**config.mk**
```make
export PLATFORM = sky130hd
export DESIGN_NAME = mac_job_scheduler_flat
export DESIGN_NICKNAME = d
export VERILOG_FILES = /design/src/rtl/mac_job_scheduler_if.sv /design/src/rtl/mac_job_scheduler.sv /design/src/flat_wrapper.sv
export SDC_FILE = /design/constraint.sdc
export NUM_CORES = 1
export LEC_CHECK = 0
export ABC_AREA = 1
export BUFFER_PORTS_ARGS = -buffer_cell sky130_fd_sc_hd__buf_2
export CAP_MARGIN = 0
export CORE_ASPECT_RATIO = 0.7
export CORE_MARGIN = 5
export CORE_UTILIZATION = 50
export CTS_BUF_LIST = sky130_fd_sc_hd__clkbuf_2
export DETAILED_ROUTE_END_ITERATION = 16
export PLACE_DENSITY = 0.9
export SLEW_MARGIN = 20
export SYNTH_ARGS = -nofsm -noshare
export SYNTH_HDL_FRONTEND = slang
export SYNTH_SLANG_ARGS = --single-unit
```
**constraint.sdc**
```tcl
create_clock -name clk_i -period 2.41 [get_ports clk_i]
set_clock_uncertainty 0.1 [all_clocks]
set_input_delay 0.723 -clock clk_i [delete_from_list [all_inputs] [get_ports clk_i]]
set_output_delay 0.723 -clock clk_i [all_outputs]
set_load 0.03 [all_outputs]
```
**src/rtl/mac_job_scheduler_if.sv**
```systemverilog
// MAC register bus: scheduler (master) drives addr/wdata/we, MAC (slave) returns registered rdata and irq.
// No flow control on this bus; rdata is valid one cycle after a read address.
interface mac_job_scheduler_if;
    logic [7:0]  addr;
    logic [31:0] wdata;
    logic        we;
    logic [31:0] rdata;
    logic        irq;

    modport master (output addr, wdata, we, input rdata, irq);
    modport slave  (input addr, wdata, we, output rdata, irq);
endinterface

```
**src/rtl/mac_job_scheduler.sv**
```systemverilog
// Round-robin two-requester job scheduler for a shared MAC; latency 10 + irq wait cycles (2 on illegal mode).
// Backpressure: requesters hold req until their done pulse; irq waits are bounded by TIMEOUT_CYC.
module mac_job_scheduler #(
    parameter int unsigned TIMEOUT_CYC = 64,
    parameter logic        IRQ_MSK     = 1'b1
) (
    input  logic        clk_i,
    input  logic        rst_ni,
    input  logic [1:0]  req_i,
    input  logic [31:0] ina0_i,
    input  logic [31:0] ina1_i,
    input  logic [31:0] inb0_i,
    input  logic [31:0] inb1_i,
    input  logic [1:0]  mode0_i,
    input  logic [1:0]  mode1_i,
    input  logic [2:0]  shift0_i,
    input  logic [2:0]  shift1_i,
    output logic [1:0]  gnt_o,
    output logic [1:0]  done_o,
    output logic        err_o,
    output logic [39:0] acc_res_o,
    output logic [15:0] out_res_o,
    mac_job_scheduler_if.master bus
);
    localparam logic [3:0] S_IDLE    = 4'd0;
    localparam logic [3:0] S_GRANT   = 4'd1;
    localparam logic [3:0] S_W_INA   = 4'd2;
    localparam logic [3:0] S_W_INB   = 4'd3;
    localparam logic [3:0] S_W_CTRL  = 4'd4;
    localparam logic [3:0] S_WAIT_LO = 4'd5;
    localparam logic [3:0] S_WAIT_HI = 4'd6;
    localparam logic [3:0] S_W_STOP  = 4'd7;
    localparam logic [3:0] S_R_ACCL  = 4'd8;
    localparam logic [3:0] S_R_ACCH  = 4'd9;
    localparam logic [3:0] S_R_OUT   = 4'd10;
    localparam logic [3:0] S_R_CAP   = 4'd11;
    localparam logic [3:0] S_FIN     = 4'd12;

    localparam int CW = $clog2(TIMEOUT_CYC + 1);

    logic [3:0]    state_q, state_d;
    logic [1:0]    gnt_q, gnt_d;
    logic          owner_q, owner_d;
    logic          last_q, last_d;
    logic          err_q, err_d;
    logic [39:0]   acc_q, acc_d;
    logic [15:0]   out_q, out_d;
    logic [31:0]   ina_q, ina_d, inb_q, inb_d;
    logic [1:0]    mode_q, mode_d;
    logic [2:0]    shift_q, shift_d;
    logic [CW-1:0] cnt_lo_q, cnt_lo_d, cnt_hi_q, cnt_hi_d;
    logic [7:0]    bus_addr;
    logic [31:0]   bus_wdata;
    logic          bus_we;

    always_comb begin
        state_d   = state_q;
        gnt_d     = gnt_q;
        owner_d   = owner_q;
        last_d    = last_q;
        err_d     = err_q;
        acc_d     = acc_q;
        out_d     = out_q;
        ina_d     = ina_q;
        inb_d     = inb_q;
        mode_d    = mode_q;
        shift_d   = shift_q;
        cnt_lo_d  = cnt_lo_q;
        cnt_hi_d  = cnt_hi_q;
        bus_addr  = 8'h00;
        bus_wdata = 32'h0;
        bus_we    = 1'b0;
        case (state_q)
            S_IDLE: begin
                if (req_i != 2'b00) begin
                    // a tie goes to whoever was not served last
                    owner_d = req_i[1] & (~req_i[0] | ~last_q);
                    gnt_d   = owner_d ? 2'b10 : 2'b01;
                    ina_d   = owner_d ? ina1_i   : ina0_i;
                    inb_d   = owner_d ? inb1_i   : inb0_i;
                    mode_d  = owner_d ? mode1_i  : mode0_i;
                    shift_d = owner_d ? shift1_i : shift0_i;
                    err_d   = 1'b0;
                    state_d = S_GRANT;
                end
            end
            S_GRANT: begin
                if (mode_q == 2'b11) begin
                    err_d   = 1'b1;
                    state_d = S_FIN;
                end else begin
                    state_d = S_W_INA;
                end
            end
            S_W_INA: begin
                bus_we = 1'b1; bus_addr = 8'h24; bus_wdata = ina_q;
                state_d = S_W_INB;
            end
            S_W_INB: begin
                bus_we = 1'b1; bus_addr = 8'h25; bus_wdata = inb_q;
                state_d = S_W_CTRL;
            end
            S_W_CTRL: begin
                bus_we = 1'b1; bus_addr = 8'h29;
                bus_wdata = {24'h0, 1'b1, shift_q, mode_q, 1'b1, IRQ_MSK};
                cnt_lo_d = '0;
                state_d  = S_WAIT_LO;
            end
            S_WAIT_LO: begin
                // irq is still high from the previous job until the MAC sees START rise
                if (!bus.irq) begin
                    cnt_hi_d = '0;
                    state_d  = S_WAIT_HI;
                end else if (cnt_lo_q == CW'(TIMEOUT_CYC - 1)) begin
                    err_d   = 1'b1;
                    state_d = S_W_STOP;
                end else begin
                    cnt_lo_d = cnt_lo_q + CW'(1);
                end
            end
            S_WAIT_HI: begin
                if (bus.irq) begin
                    state_d = S_W_STOP;
                end else if (cnt_hi_q == CW'(TIMEOUT_CYC - 1)) begin
                    err_d   = 1'b1;
                    state_d = S_W_STOP;
                end else begin
                    cnt_hi_d = cnt_hi_q + CW'(1);
                end
            end
            S_W_STOP: begin
                bus_we = 1'b1; bus_addr = 8'h29;
                bus_wdata = {24'h0, 1'b1, shift_q, mode_q, 1'b0, IRQ_MSK};
                state_d = S_R_ACCL;
            end
            S_R_ACCL: begin
                bus_addr = 8'h26;
                state_d  = S_R_ACCH;
            end
            S_R_ACCH: begin
                bus_addr = 8'h27;
                acc_d[31:0] = bus.rdata;
                state_d = S_R_OUT;
            end
            S_R_OUT: begin
                bus_addr = 8'h28;
                acc_d[39:32] = bus.rdata[7:0];
                state_d = S_R_CAP;
            end
            S_R_CAP: begin
                out_d   = bus.rdata[15:0];
                state_d = S_FIN;
            end
            S_FIN: begin
                last_d  = owner_q;
                gnt_d   = 2'b00;
                state_d = S_IDLE;
            end
            default: state_d = S_IDLE;
        endcase
    end

    always_ff @(posedge clk_i) begin
        if (!rst_ni) begin
            state_q  <= S_IDLE;
            gnt_q    <= 2'b00;
            owner_q  <= 1'b0;
            last_q   <= 1'b1;
            err_q    <= 1'b0;
            acc_q    <= '0;
            out_q    <= '0;
            ina_q    <= '0;
            inb_q    <= '0;
            mode_q   <= '0;
            shift_q  <= '0;
            cnt_lo_q <= '0;
            cnt_hi_q <= '0;
        end else begin
            state_q  <= state_d;
            gnt_q    <= gnt_d;
            owner_q  <= owner_d;
            last_q   <= last_d;
            err_q    <= err_d;
            acc_q    <= acc_d;
            out_q    <= out_d;
            ina_q    <= ina_d;
            inb_q    <= inb_d;
            mode_q   <= mode_d;
            shift_q  <= shift_d;
            cnt_lo_q <= cnt_lo_d;
            cnt_hi_q <= cnt_hi_d;
        end
    end

    assign gnt_o     = gnt_q;
    assign done_o    = (state_q == S_FIN) ? gnt_q : 2'b00;
    assign err_o     = err_q;
    assign acc_res_o = acc_q;
    assign out_res_o = out_q;
    assign bus.addr  = bus_addr;
    assign bus.wdata = bus_wdata;
    assign bus.we    = bus_we;
endmodule

```
**src/flat_wrapper.sv**
```systemverilog
// flat-port wrapper written by rule: the top's interface ports become plain ports
module mac_job_scheduler_flat 
#(
    parameter int unsigned TIMEOUT_CYC = 64,
    parameter logic        IRQ_MSK     = 1'b1
)
  (clk_i, rst_ni, req_i, ina0_i, ina1_i, inb0_i, inb1_i, mode0_i, mode1_i, shift0_i, shift1_i, gnt_o, done_o, err_o, acc_res_o, out_res_o, bus_addr, bus_wdata, bus_we, bus_rdata, bus_irq);
  mac_job_scheduler_if bus_i ();
  input  logic clk_i;
  input  logic rst_ni;
  input  logic [1:0] req_i;
  input  logic [31:0] ina0_i;
  input  logic [31:0] ina1_i;
  input  logic [31:0] inb0_i;
  input  logic [31:0] inb1_i;
  input  logic [1:0] mode0_i;
  input  logic [1:0] mode1_i;
  input  logic [2:0] shift0_i;
  input  logic [2:0] shift1_i;
  output logic [1:0] gnt_o;
  output logic [1:0] done_o;
  output logic err_o;
  output logic [39:0] acc_res_o;
  output logic [15:0] out_res_o;
  output wire logic [$bits(bus_i.addr)-1:0] bus_addr;
  output wire logic [$bits(bus_i.wdata)-1:0] bus_wdata;
  output wire logic [$bits(bus_i.we)-1:0] bus_we;
  input wire logic [$bits(bus_i.rdata)-1:0] bus_rdata;
  input wire logic [$bits(bus_i.irq)-1:0] bus_irq;
  assign bus_addr = bus_i.addr;
  assign bus_wdata = bus_i.wdata;
  assign bus_we = bus_i.we;
  assign bus_i.rdata = bus_rdata;
  assign bus_i.irq = bus_irq;
  mac_job_scheduler #(.TIMEOUT_CYC(TIMEOUT_CYC), .IRQ_MSK(IRQ_MSK)) u_core (.clk_i(clk_i), .rst_ni(rst_ni), .req_i(req_i), .ina0_i(ina0_i), .ina1_i(ina1_i), .inb0_i(inb0_i), .inb1_i(inb1_i), .mode0_i(mode0_i), .mode1_i(mode1_i), .shift0_i(shift0_i), .shift1_i(shift1_i), .gnt_o(gnt_o), .done_o(done_o), .err_o(err_o), .acc_res_o(acc_res_o), .out_res_o(out_res_o), .bus(bus_i));
endmodule
```
* Word-level counts from Yosys, hierarchy flattened *
Cells that the tools add are included.

word-level totals
  flip-flop bits (word level) = 148
  word-level logic and storage cells = 92

operators by class
  $add $sub $neg = 2
  eq/ne operators = 26
  mux-type cells = 32
  bitwise gates (word level) = 4
  reduce and logical (&&, ||, !) cells = 14

operators by type and width
  operator               number
  $pmux W32 S4           1
  $mux W32               2
  $pmux W4 S12           1
  $pmux W6 S6            1
  $mux W7                5
  $pmux W7 S2            2
  $mux W4                6
  $eq A4 B4 Y1 const B   5
  $eq A4 B3 Y1 const B   4
  $add A7 B1 Y7 const B  2
  $eq A7 B6 Y1 const B   2
  $ne A2 B2 Y1 const B   5
  $eq A4 B2 Y1 const B   2
  $mux W2                4
  $ne A2 B1 Y1 const B   4
  $reduce_bool A2 Y1     4
  $mux W1                7
  $reduce_and A7 Y1      1
  $ne A3 B2 Y1 const B   2
  $reduce_and A3 Y1      2
  $eq A4 B1 Y1 const B   1
  $logic_not A4 Y1       1
  $pmux W1 S4            1
  $pmux W2 S2            1
  10 further kinds       12

* Depth between registers and ports, before layout *
Gate-level depths: netlist (run 1).

  depth after elaboration = 6
  mapped depth = 11

* Least setup slack after synthesis (run 1) *
OpenSTA, ideal clock, no wires.

  path type = flip-flop to output port
  from = reg u_core.state_q[1]
  to = out bus_wdata[10]
  data arrival time = 1.360 ns
  data required time = 1.587 ns
  path slack = 0.227 ns
  cell stages (with the launch flop) = 8
  path buffers = 2
  path through = dfxtp_1 > buf_4 > nand2_1 > inv_1 > nand2_1 > inv_1 > buf_2 > a22o_1

on the way
  cells in the longest elaborated chain, start to end = 2

ends and longest elaborated chain
  element                                       RTL line                  text
  start: declaration                            mac_job_scheduler.sv:41   logic [3:0] state_q, state_d;
  start signal: assignment                      mac_job_scheduler.sv:179  state_q <= state_d;
  $eq A4 B3 Y1 or $eq A4 B2 Y1 (tied branches)  mac_job_scheduler.sv:73   case (state_q)
  $pmux W32 S4 (*)                              mac_job_scheduler.sv:73
  end: declaration                              flat_wrapper.sv:26        output wire logic [$bits(bus_i.wdata)-1:0] bus_wdata;

Every way passes the cells marked *; elsewhere a longest branch is shown, timed or not.

* Worst setup path in the final report (run 1) *
  from = reg u_core.state_q[3]
  to = out bus_wdata[4]

The elaborated chain is that of the path after synthesis.

==> results of run 1 <==
cell families (layout without fill, tap and decap cells):
logic type / Yosys count / after routing / synth area share, %
AND/OR/NAND/NOR: 337 / 337 / 21.2
adder cells (fa/ha/maj): 2 / 2 / 0.381
flip-flops: 148 / 148 / 45.2
XOR/XNOR: 2 / 2 / 0.267
buffers and inverters: 101 / 378 / 6.69
AO/OA/AOI/OAI: 321 / 321 / 26.3
other: 1 / 5 / 0.0572
Yosys cell counts (2+ instances only):
master / instances / area share, %
nand2_2: 10 / 0.95
nand4_1: 3 / 0.29
buf_4: 4 / 0.46
nor2_1: 152 / 8.7
inv_2: 9 / 0.51
nand3_1: 23 / 1.8
nor2_2: 2 / 0.19
inv_1: 29 / 1.7
buf_1: 6 / 0.34
a21oi_1: 154 / 12
clkbuf_1: 25 / 1.4
ha_1: 2 / 0.38
buf_6: 2 / 0.34
nor3_1: 3 / 0.23
nand2_1: 136 / 7.8
o21ai_0: 124 / 9.5
dfxtp_1: 148 / 45
nor2_4: 7 / 1.2
clkinv_1: 2 / 0.11
buf_2: 24 / 1.8
o21ai_1: 12 / 0.92
a22o_1: 24 / 3.2
a22oi_1: 2 / 0.23
layout make-up:
cell class              count  area share [%]
well taps                 166            2.33
clock buffers              18            1.01
diodes                      2          0.0561
multi-input cells         665            36.8
flip-flops and latches    148            33.3
clock inverters            14            2.00
repair buffers            306            22.7
inverters                  40            1.77
critical path, delay by kind of cell (launching register included):
| kind | cells | cell delay, ps |
|---|---|---|
| buf+inv | 3 | 410 |
| flops | 1 | 410 |
| simple gates | 3 | 410 |
| compound gates | 1 | 100 |
layer usage:
layer | global-route usage (%) | wire length [um]
met2 | 43.8 | 10700
met1 | 34.2 | 9430
met3 | 7.78 | 2260
met5 | 0 | 0
met4 | 10.9 | 876
flip-flops by register name (all words and copies together) (netlist names), 2 cells and up:
register          count
u_core.shift_q        3
u_core.ina_q         32
u_core.state_q        4
u_core.acc_res_o     40
u_core.inb_q         32
u_core.cnt_lo_q       7
u_core.cnt_hi_q       7
u_core.gnt_o          2
u_core.out_res_o     16
u_core.mode_q         2
per-stage QoR:
step	hold WS [ps]	utilization (%)	setup slack (ps)
after floorplan	312	-	227
after global placement	321	62.2	252
after detailed placement	333	62.2	203
after CTS	90.6	67.1	-493
after global routing	49.7	68.6	-538
final	142	68.6	-423
power by group:
part,leakage [uW],internal (uW),switching (uW)
sequential,0.00121,2730,185
clock,0.000159,600,947
combinational,0.00290,717,1140
total,0.00427,4050,2270
timing repair:
item / in CTS / in global routing
setup buffers: 6 / 6
hold endpoints to repair: 0 / 0
endpoints found under the setup margin: 40 / 40
gates resized for setup: 97 / 32
gates cloned: 1 / 3
pin swaps: 8 / 7
final timing paths:
path	cells past startpoint	to	slack, ps
setup / recovery	7	bus_wdata[4]	-420
hold / removal	3	u_core.acc_res_o[28]	140
setup reg to reg	8	u_core.ina_q[29]	320
hold reg to reg	2	u_core.cnt_lo_q[6]	350
==> impl_metrics.py, run 1 <==
metrics = {
    "power": {
        "p_total_uw": 6320,
        "vdd_drop_max_uv": 534,
        "leakage_uw": 0.00427,
        "p_per_area_mw_per_mm2": 708,
    },
    "setup_path": {
        "cpPeakStageDelay_ps": 410,
        "cpMostUsedCell": "nor2_4",
        "regToRegStartpoint": "u_core.state_q[0]",
        "end_kind": "primary output",
        "cpMaxStageDelayCell": "dfxtp_4",
        "critPathKind": "flip-flop to primary output",
        "crit_fanout": 16,
        "cp-start-kind": "flip-flop",
        "arrival_ps": 2010,
        "path_cells": "nor2_4, inv_2, nor2_4, buf_12, a22oi_1, nand2_1, buf_6",
        "startpoint": "u_core.state_q[3]",
        "required_ps": 1590,
    },
    "global_route": {
        "track_usage_pct": 27.1,
        "antenna_found_initial": 2,
        "grt_start_max_net_pins": 70,
        "grt_first_pass_wirelength_um": 34900,
        "grt_pass1_vias": 7097,
        "gr-total-overflow": 0,
    },
    "timing": {
        "min_period_over_period_pct": 118,
        "max_slew_margin_pct": 52.4,
        "worst_slack_ps": -423,
        "finalHoldViolCount": 0,
        "tns_ps": -14050,
        "min_period_ps": 2830,
        "drv_slew": 0,
        "worst_pin_slew_ps": 714,
        "rsz0062_at_grt": "true",
        "max_freq_mhz": 353,
        "setup_viol": 40,
    },
    "detailed_routing": {
        "drtAntennaViolNets": 0,
        "first_pass_iters": 7,
        "wire_per_inst_um": 17.1,
        "wl_um": 23200,
        "drc": 0,
        "vias": 7543,
        "vias_per_cell": 5.55,
        "drtIter0Drc": 841,
    },
    "placement": {
        "dp_hpwl_um": 15200,
        "post-place-cells": 1310,
        "placedInstanceArea_mm2": 0.00809,
        "place.gp.congestion": 0.936,
        "portBuffers": 273,
    },
    "cells_and_area": {
        "instances_no_fill": 1359,
        "multi_input_area_mm2": 0.00329,
        "fillers": 1044,
        "final_common_cell": "buf_2",
        "regArea_mm2": 0.00298,
        "syn2layout_area_growth_pct": 36.1,
        "stdcell_area_mm2": 0.00893,
        "nets": 1355,
        "drive_gt1_share_pct": 32.9,
        "final_cell_mix": "buf_2 (232), a21oi_1 (154), nor2_1 (147)",
    },
    "clocking": {
        "clkTransAtPathRegs_ps": 230,
        "cts_max_level": 4,
        "cts_tree": "built",
        "cts_hold_buf": 0,
        "numCtsBuffers": 17,
        "insertion_delay_ps": 680,
        "clock_path_buffers": 2,
        "cts_root_buf": "clkbuf_2",
        "cts.sinks": 148,
    },
    "floorplan": {
        "fp.dieH_um": 106,
        "initial_core_util_pct": 50.4,
        "die-area_mm2": 0.0156,
        "io_pins": 277,
        "die_w_um": 147,
        "fp.coreArea_mm2": 0.0130,
        "rows": 35,
    },
    "yosys": {
        "synthesis.area_mm2": 0.00656,
        "ys_seq_area_share_pct": 45.2,
        "synthArstFlopShare_pct": 0,
        "syn_avg_cell_area_um2": 7.19,
        "synth_edf_count": 0,
        "synthCells": 912,
        "yosys_most_used_dff": "dfxtp_1",
        "ys_ff_latch": 148,
        "yosysWarnings": 0,
        "yosysUniqueCellTypes": 32,
    },
    "run": {
        "maxCapViolations": 0,
    },
    "min_path": {
        "hold_path_startpoint": "bus_rdata[28]",
        "holdCritPathClass": "input pin to flip-flop",
    },
    "outcome": {
        "status": "finished, violations left",
        "violations": "negative setup slack",
    },
}
Power figures use the tool's default switching activity.
==> run 2: changes to the inputs <==
--- a/config.mk
+++ b/config.mk
@@ -6,14 +6,14 @@
 export NUM_CORES = 1
 export LEC_CHECK = 0
 export ABC_AREA = 1
-export BUFFER_PORTS_ARGS = -buffer_cell sky130_fd_sc_hd__buf_2
 export CAP_MARGIN = 0
 export CORE_ASPECT_RATIO = 0.7
 export CORE_MARGIN = 5
-export CORE_UTILIZATION = 50
+export CORE_UTILIZATION = 63
 export CTS_BUF_LIST = sky130_fd_sc_hd__clkbuf_2
 export DETAILED_ROUTE_END_ITERATION = 16
-export PLACE_DENSITY = 0.9
+export DONT_BUFFER_PORTS = 1
+export PLACE_DENSITY = 0.86
 export SLEW_MARGIN = 20
 export SYNTH_ARGS = -nofsm -noshare
 export SYNTH_HDL_FRONTEND = slang
==> run 2 against run 1 <==
Compared with the run above:
- the run still ends with negative setup slack left
- critical path depth stayed put
- die area is 19% lower
- global-route usage is 11 points higher
- sequential cell count stayed put
- combinational power hardly changed
- final area is 2.6% lower
- worst hold slack worse by 110 ps
- via count is 4.7% higher
- count of clock-buffer cells in the layout is 1 lower
- critical path type unchanged
- largest power group unchanged
- highest routed layer unchanged
==> impl_metrics.py, run 2 (synthesis gave the netlist of run 1 again) <==
metrics = {
    "cells_and_area": {
        "largest_reg_flops": 40,
        "fillers": 538,
        "final_common_cell": "a21oi_1",
        "final_cell_mix": "a21oi_1 (154), nor2_1 (147), dfxtp_1 (144)",
        "drive_gt1_share_pct": 15.9,
        "nets": 1219,
        "instances_no_fill": 1188,
        "syn2layout_area_growth_pct": 32.5,
    },
    "detailed_routing": {
        "wl_um": 27300,
        "drc": 0,
        "drtAntennaViolNets": 0,
        "vias_per_cell": 6.65,
        "wire_per_inst_um": 23.0,
        "vias": 7898,
        "first_pass_iters": 6,
        "drtIter0Drc": 1027,
    },
    "clocking": {
        "clkTransAtPathRegs_ps": 230,
        "clock_path_buffers": 2,
        "numCtsBuffers": 17,
        "cts_root_buf": "clkbuf_2",
        "cts_tree": "built",
        "insertion_delay_ps": 700,
        "cts_max_level": 4,
        "cts.sinks": 148,
    },
    "global_route": {
        "grt_first_pass_wirelength_um": 37800,
        "grt_start_max_net_pins": 86,
        "antenna_found_initial": 1,
        "gr-total-overflow": 0,
        "grt_pass1_vias": 7131,
        "track_usage_pct": 37.6,
    },
    "setup_path": {
        "cp-start-kind": "flip-flop",
        "crit_fanout": 8,
        "cpMaxStageDelayCell": "dfxtp_4",
        "reg2reg_to": "u_core.ina_q[6]",
        "arrival_ps": 2050,
        "reg2reg_slack_ps": 140,
        "required_ps": 1590,
        "cpPeakStageDelay_ps": 450,
        "r2r_cells": 8,
        "path_cells": "nand2_2, inv_2, nand2_2, inv_4, buf_6, a22o_1, buf_6",
        "end_kind": "primary output",
        "critPathKind": "flip-flop to primary output",
        "regToRegStartpoint": "u_core.state_q[1]",
    },
    "timing": {
        "max_freq_mhz": 348,
        "rsz0062_at_grt": "true",
        "setup_viol": 40,
        "worst_pin_slew_ps": 880,
        "timing.hold.ws_ps": 34.7,
        "min_period_over_period_pct": 119,
        "min_period_ps": 2870,
        "tns_ps": -15850,
        "drv_slew": 0,
        "finalHoldViolCount": 0,
        "worst_slack_ps": -462,
        "max_slew_margin_pct": 41.1,
    },
    "floorplan": {
        "rows": 31,
        "die_w_um": 132,
        "fp.dieH_um": 95.4,
        "die-area_mm2": 0.0126,
        "fp.coreArea_mm2": 0.0103,
        "initial_core_util_pct": 63.8,
        "io_pins": 277,
    },
    "power": {
        "vdd_drop_max_uv": 505,
        "p_per_area_mw_per_mm2": 737,
        "leakage_uw": 0.00368,
        "p_total_uw": 6400,
    },
    "min_path": {
        "holdCritPathClass": "input pin to flip-flop",
        "holdPathEnd": "u_core.ina_q[1]",
        "min_path_cells": 2,
        "hold_path_startpoint": "ina1_i[1]",
    },
    "outcome": {
        "violations": "negative setup slack",
        "status": "finished, violations left",
    },
    "placement": {
        "portBuffers": 0,
        "dp_hpwl_um": 13500,
        "post-place-cells": 1040,
        "place.gp.congestion": 0.924,
    },
    "run": {
        "maxCapViolations": 0,
    },
}
## run 2: changes by cell type in the layout (fill, tap and decap cells not counted), moves of 2 or more
cell	delta
a22o_1	-3
a22o_4	+3
buf_2	-232
buf_4	+5
buf_6	-5
clkinv_1	-2
clkinv_4	-2
dlygate4sd3_1	+96
inv_6	+2
inv_8	+2
nand2_1	-5
nand2_2	+4
nand2_4	+3
nand2_8	-2
## run 2: worst max-delay path, delay by kind of cell (launching register included)
kind / cells / cell delay, ps
flip-flops: 1 / 450
AO/OA/AOI/OAI: 1 / 190
AND/OR/NAND/NOR: 2 / 160
buffers and inverters: 4 / 540
## run 2: final cells by class
cell class / count / area, um^2 / share of cell area [%]
clock buffer: 17 / 85.1 / 0.979
sequential: 148 / 2980 / 34.3
multi-input combinational: 665 / 3300 / 38.0
inverter: 40 / 155 / 1.78
antenna: 1 / 2.50 / 0.0288
clock inverter: 15 / 188 / 2.16
tap: 132 / 165 / 1.90
timing repair buffer: 170 / 1820 / 20.9
## run 2: metal layers
layer,vias up,global-route usage [%],share of wire [%],routed length (um)
met2,801,59.6,45,12400
met4,0,23.1,7.9,2150
li1,3321,-,-,-
met1,3543,44.2,33,8880
met3,233,13.4,14,3880
met5,-,0,0,0
## run 2: repair_timing
action / CTS / global route
setup buffers: 9 / 8
hold endpoints to repair: 104 / 20
endpoints found under the setup margin: 40 / 41
gates cloned: 2 / 3
hold buffers: 80 / 17
pin swaps: 8 / 6
gates resized for setup: 57 / 33
## run 2: power by group
| group | switching (uW) | internal, uW | leakage (uW) |
|---|---|---|---|
| combinational | 1130 | 706 | 0.00231 |
| clock | 1040 | 530 | 0.000159 |
| sequential | 262 | 2740 | 0.00121 |
## run 2: worst max path at each step
stage | start | to | slack (ps)
5_1_grt | u_core.state_q[1] | bus_wdata[30] | -570
3_3_place_gp | u_core.state_q[0] | bus_wdata[1] | 250
3_5_place_dp | u_core.state_q[0] | bus_wdata[1] | 190
2_1_floorplan | u_core.state_q[1] | bus_wdata[10] | 230
6_report | u_core.state_q[1] | bus_wdata[30] | -460
4_1_cts | u_core.state_q[2] | bus_wdata[4] | -450
## run 2: per-stage QoR
stage                     worst slack, ps  util (%)  cell area [um^2]
after floorplan                       227         -              6570
after global placement                255      67.8              6970
after detailed placement              190      67.8              6970
after CTS                            -447      81.3              8360
after global routing                 -567      84.6              8690
final                                -462      84.6              8690
==> run 3: changes to the inputs <==
--- a/config.mk
+++ b/config.mk
@@ -13,7 +13,7 @@
 export CTS_BUF_LIST = sky130_fd_sc_hd__clkbuf_2
 export DETAILED_ROUTE_END_ITERATION = 16
 export DONT_BUFFER_PORTS = 1
-export PLACE_DENSITY = 0.86
+export PLACE_DENSITY_LB_ADDON = 0.08
 export SLEW_MARGIN = 20
 export SYNTH_ARGS = -nofsm -noshare
 export SYNTH_HDL_FRONTEND = slang
==> run 3 against run 2 <==
Compared with the run above:
- final area rose by 3.6%
- critical path depth did not move
- the run still ends with negative setup slack left
- worst setup slack got worse by 110 ps
- first-iteration DRC count rose by 11%
- highest routed layer unchanged
- sequential share of layout area fell by 1.2 points
- sequential cell count did not move
- cell count rose by 0.51%
- register-to-register slack got worse by 60 ps
==> impl_metrics.py, run 3 (synthesis gave the netlist of run 1 again) <==
metrics = {
    "outcome": {
        "status": "finished, violations left",
        "violations": "negative setup slack",
    },
    "global_route": {
        "grt_first_pass_wirelength_um": 37400,
        "grt_pass1_vias": 7190,
        "antenna_found_initial": 0,
        "grt_start_max_net_pins": 105,
        "gr-total-overflow": 0,
        "track_usage_pct": 37.5,
    },
    "setup_path": {
        "critPathKind": "flip-flop to primary output",
        "required_ps": 1590,
        "regToRegStartpoint": "u_core.state_q[1]",
        "end_kind": "primary output",
        "arrival_ps": 2160,
        "reg2reg_to": "u_core.ina_q[7]",
        "cpMaxStageDelayCell": "dfxtp_4",
        "cpPeakStageDelay_ps": 430,
        "path_cells": "nor2_4, inv_2, nor2_4, buf_12, buf_12, a22o_1, buf_6",
        "r2r_cells": 9,
        "cp-start-kind": "flip-flop",
        "reg2reg_slack_ps": 80,
        "crit_fanout": 8,
    },
    "min_path": {
        "hold_path_startpoint": "mode0_i[1]",
        "holdPathEnd": "u_core.mode_q[1]",
        "holdCritPathClass": "input pin to flip-flop",
        "min_path_cells": 2,
    },
    "floorplan": {
        "io_pins": 277,
        "fp.dieH_um": 95.4,
        "initial_core_util_pct": 63.8,
        "rows": 31,
        "fp.coreArea_mm2": 0.0103,
        "die_w_um": 132,
        "die-area_mm2": 0.0126,
    },
    "timing": {
        "finalHoldViolCount": 0,
        "worst_slack_ps": -569,
        "setup_viol": 40,
        "drv_slew": 0,
        "worst_pin_slew_ps": 823,
        "min_period_over_period_pct": 124,
        "min_period_ps": 2980,
        "rsz0062_at_grt": "true",
        "max_freq_mhz": 336,
        "max_slew_margin_pct": 44.9,
        "tns_ps": -19450,
        "timing.hold.ws_ps": 48.5,
    },
    "cells_and_area": {
        "post-route-util_pct": 87.6,
        "nets": 1227,
        "largest_reg_flops": 40,
        "final_common_cell": "a21oi_1",
        "syn2layout_area_growth_pct": 37.2,
        "n_antenna_cell": 0,
        "final_cell_mix": "a21oi_1 (154), nor2_1 (147), dfxtp_1 (144)",
        "drive_gt1_share_pct": 17.3,
    },
    "detailed_routing": {
        "drc": 0,
        "vias": 7796,
        "drtAntennaViolNets": 0,
        "drtIter0Drc": 1140,
        "first_pass_iters": 6,
        "vias_per_cell": 6.53,
        "wl_um": 27900,
        "wire_per_inst_um": 23.4,
    },
    "power": {
        "cellInternalPower_uw": 4250,
        "leakage_uw": 0.00384,
        "p_switching_uw": 2410,
        "combPwrFrac_pct": 30.3,
        "power_frac_seq_pct": 45.0,
        "vdd_drop_max_uv": 481,
        "clock_power_share_pct": 24.7,
        "p_per_area_mw_per_mm2": 740,
        "switching_share_pct": 36.2,
    },
    "placement": {
        "place.gp.congestion": 0.916,
        "dp_hpwl_um": 14300,
        "pre_cts_slack_ps": 55.6,
        "portBuffers": 0,
    },
    "clocking": {
        "insertion_delay_ps": 740,
        "clock_path_buffers": 2,
        "cts_tree": "built",
        "cts.sinks": 148,
        "numCtsBuffers": 17,
        "cts_root_buf": "clkbuf_2",
        "clkTransAtPathRegs_ps": 260,
        "cts_max_level": 4,
    },
    "run": {
        "maxCapViolations": 0,
    },
}
[run 3: cell types whose count changed in the layout (fill, tap and decap cells not counted), sizes merged]
cell         previous run  this run
clkinvlp                1         3
dlygate4sd3            96        97
clkinv                  5         6
clkbuf                 19        21
bufinv                  2         4
buf                    72        77
diode                   1         0
inv                    47        41
[run 3: worst max-delay path by stage]
stage                                to  slack [ps]  cells past startpoint              start
after floorplan           bus_wdata[10]         230                      7  u_core.state_q[1]
after global placement     bus_wdata[4]         150                      7  u_core.state_q[1]
after detailed placement   bus_wdata[4]          60                      7  u_core.state_q[1]
after CTS                  bus_wdata[4]        -540                      7  u_core.state_q[2]
after global routing      bus_wdata[31]        -630                      7  u_core.state_q[2]
final                     bus_wdata[31]        -570                      7  u_core.state_q[2]
[run 3: repair_timing]
action | in CTS | in global routing
hold endpoints to repair | 123 | 11
cloned | 2 | 4
setup buffers | 8 | 13
hold buffers | 89 | 9
endpoints found under the setup margin | 40 | 40
resized for setup | 63 | 64
pin swaps | 10 | 12
[run 3: final cells by class]
cell class,instances,area (um^2)
inverters,40,173
repair buffers,178,1990
clock buffers,17,85.1
clock inverters,14,200
multi-input cells,665,3410
well taps,132,165
fillers,546,1270
flip-flops and latches,148,2980
[run 3: power by group through the flow]
stage	combinational [uW]	sequential [uW]	clock [uW]
after detailed placement	1360	3000	0
after floorplan	1020	2920	0
after global routing	2120	3010	1750
after global placement	1310	3010	0
final	2020	2990	1650
after CTS	1680	2950	1640
[run 3: worst max-delay path, delay by kind of cell (launching register included)]
| kind | cells | cell delay (ps) |
|---|---|---|
| DFF | 1 | 430 |
| AOI/OAI and AO/OA | 1 | 170 |
| buffers and inverters | 4 | 490 |
| and+or+nand+nor | 2 | 330 |
[run 3: metal layers]
layer / track usage (%) / wire [um] / up-vias
met5: 0 / 0 / -
met4: 19.9 / 1870 / 0
met3: 12.4 / 3750 / 191
met2: 63.6 / 13000 / 758
met1: 42.5 / 9230 / 3515
li1: - / - / 3332
[run 3: metrics by stage]
step	area, um^2	total power, uW	instances
finish	9000	6660	1194
global route	9000	6880	1194
CTS	8450	6260	1169
global placement	6970	4320	1039
detailed placement	6970	4360	1039
floorplan	6570	3940	914
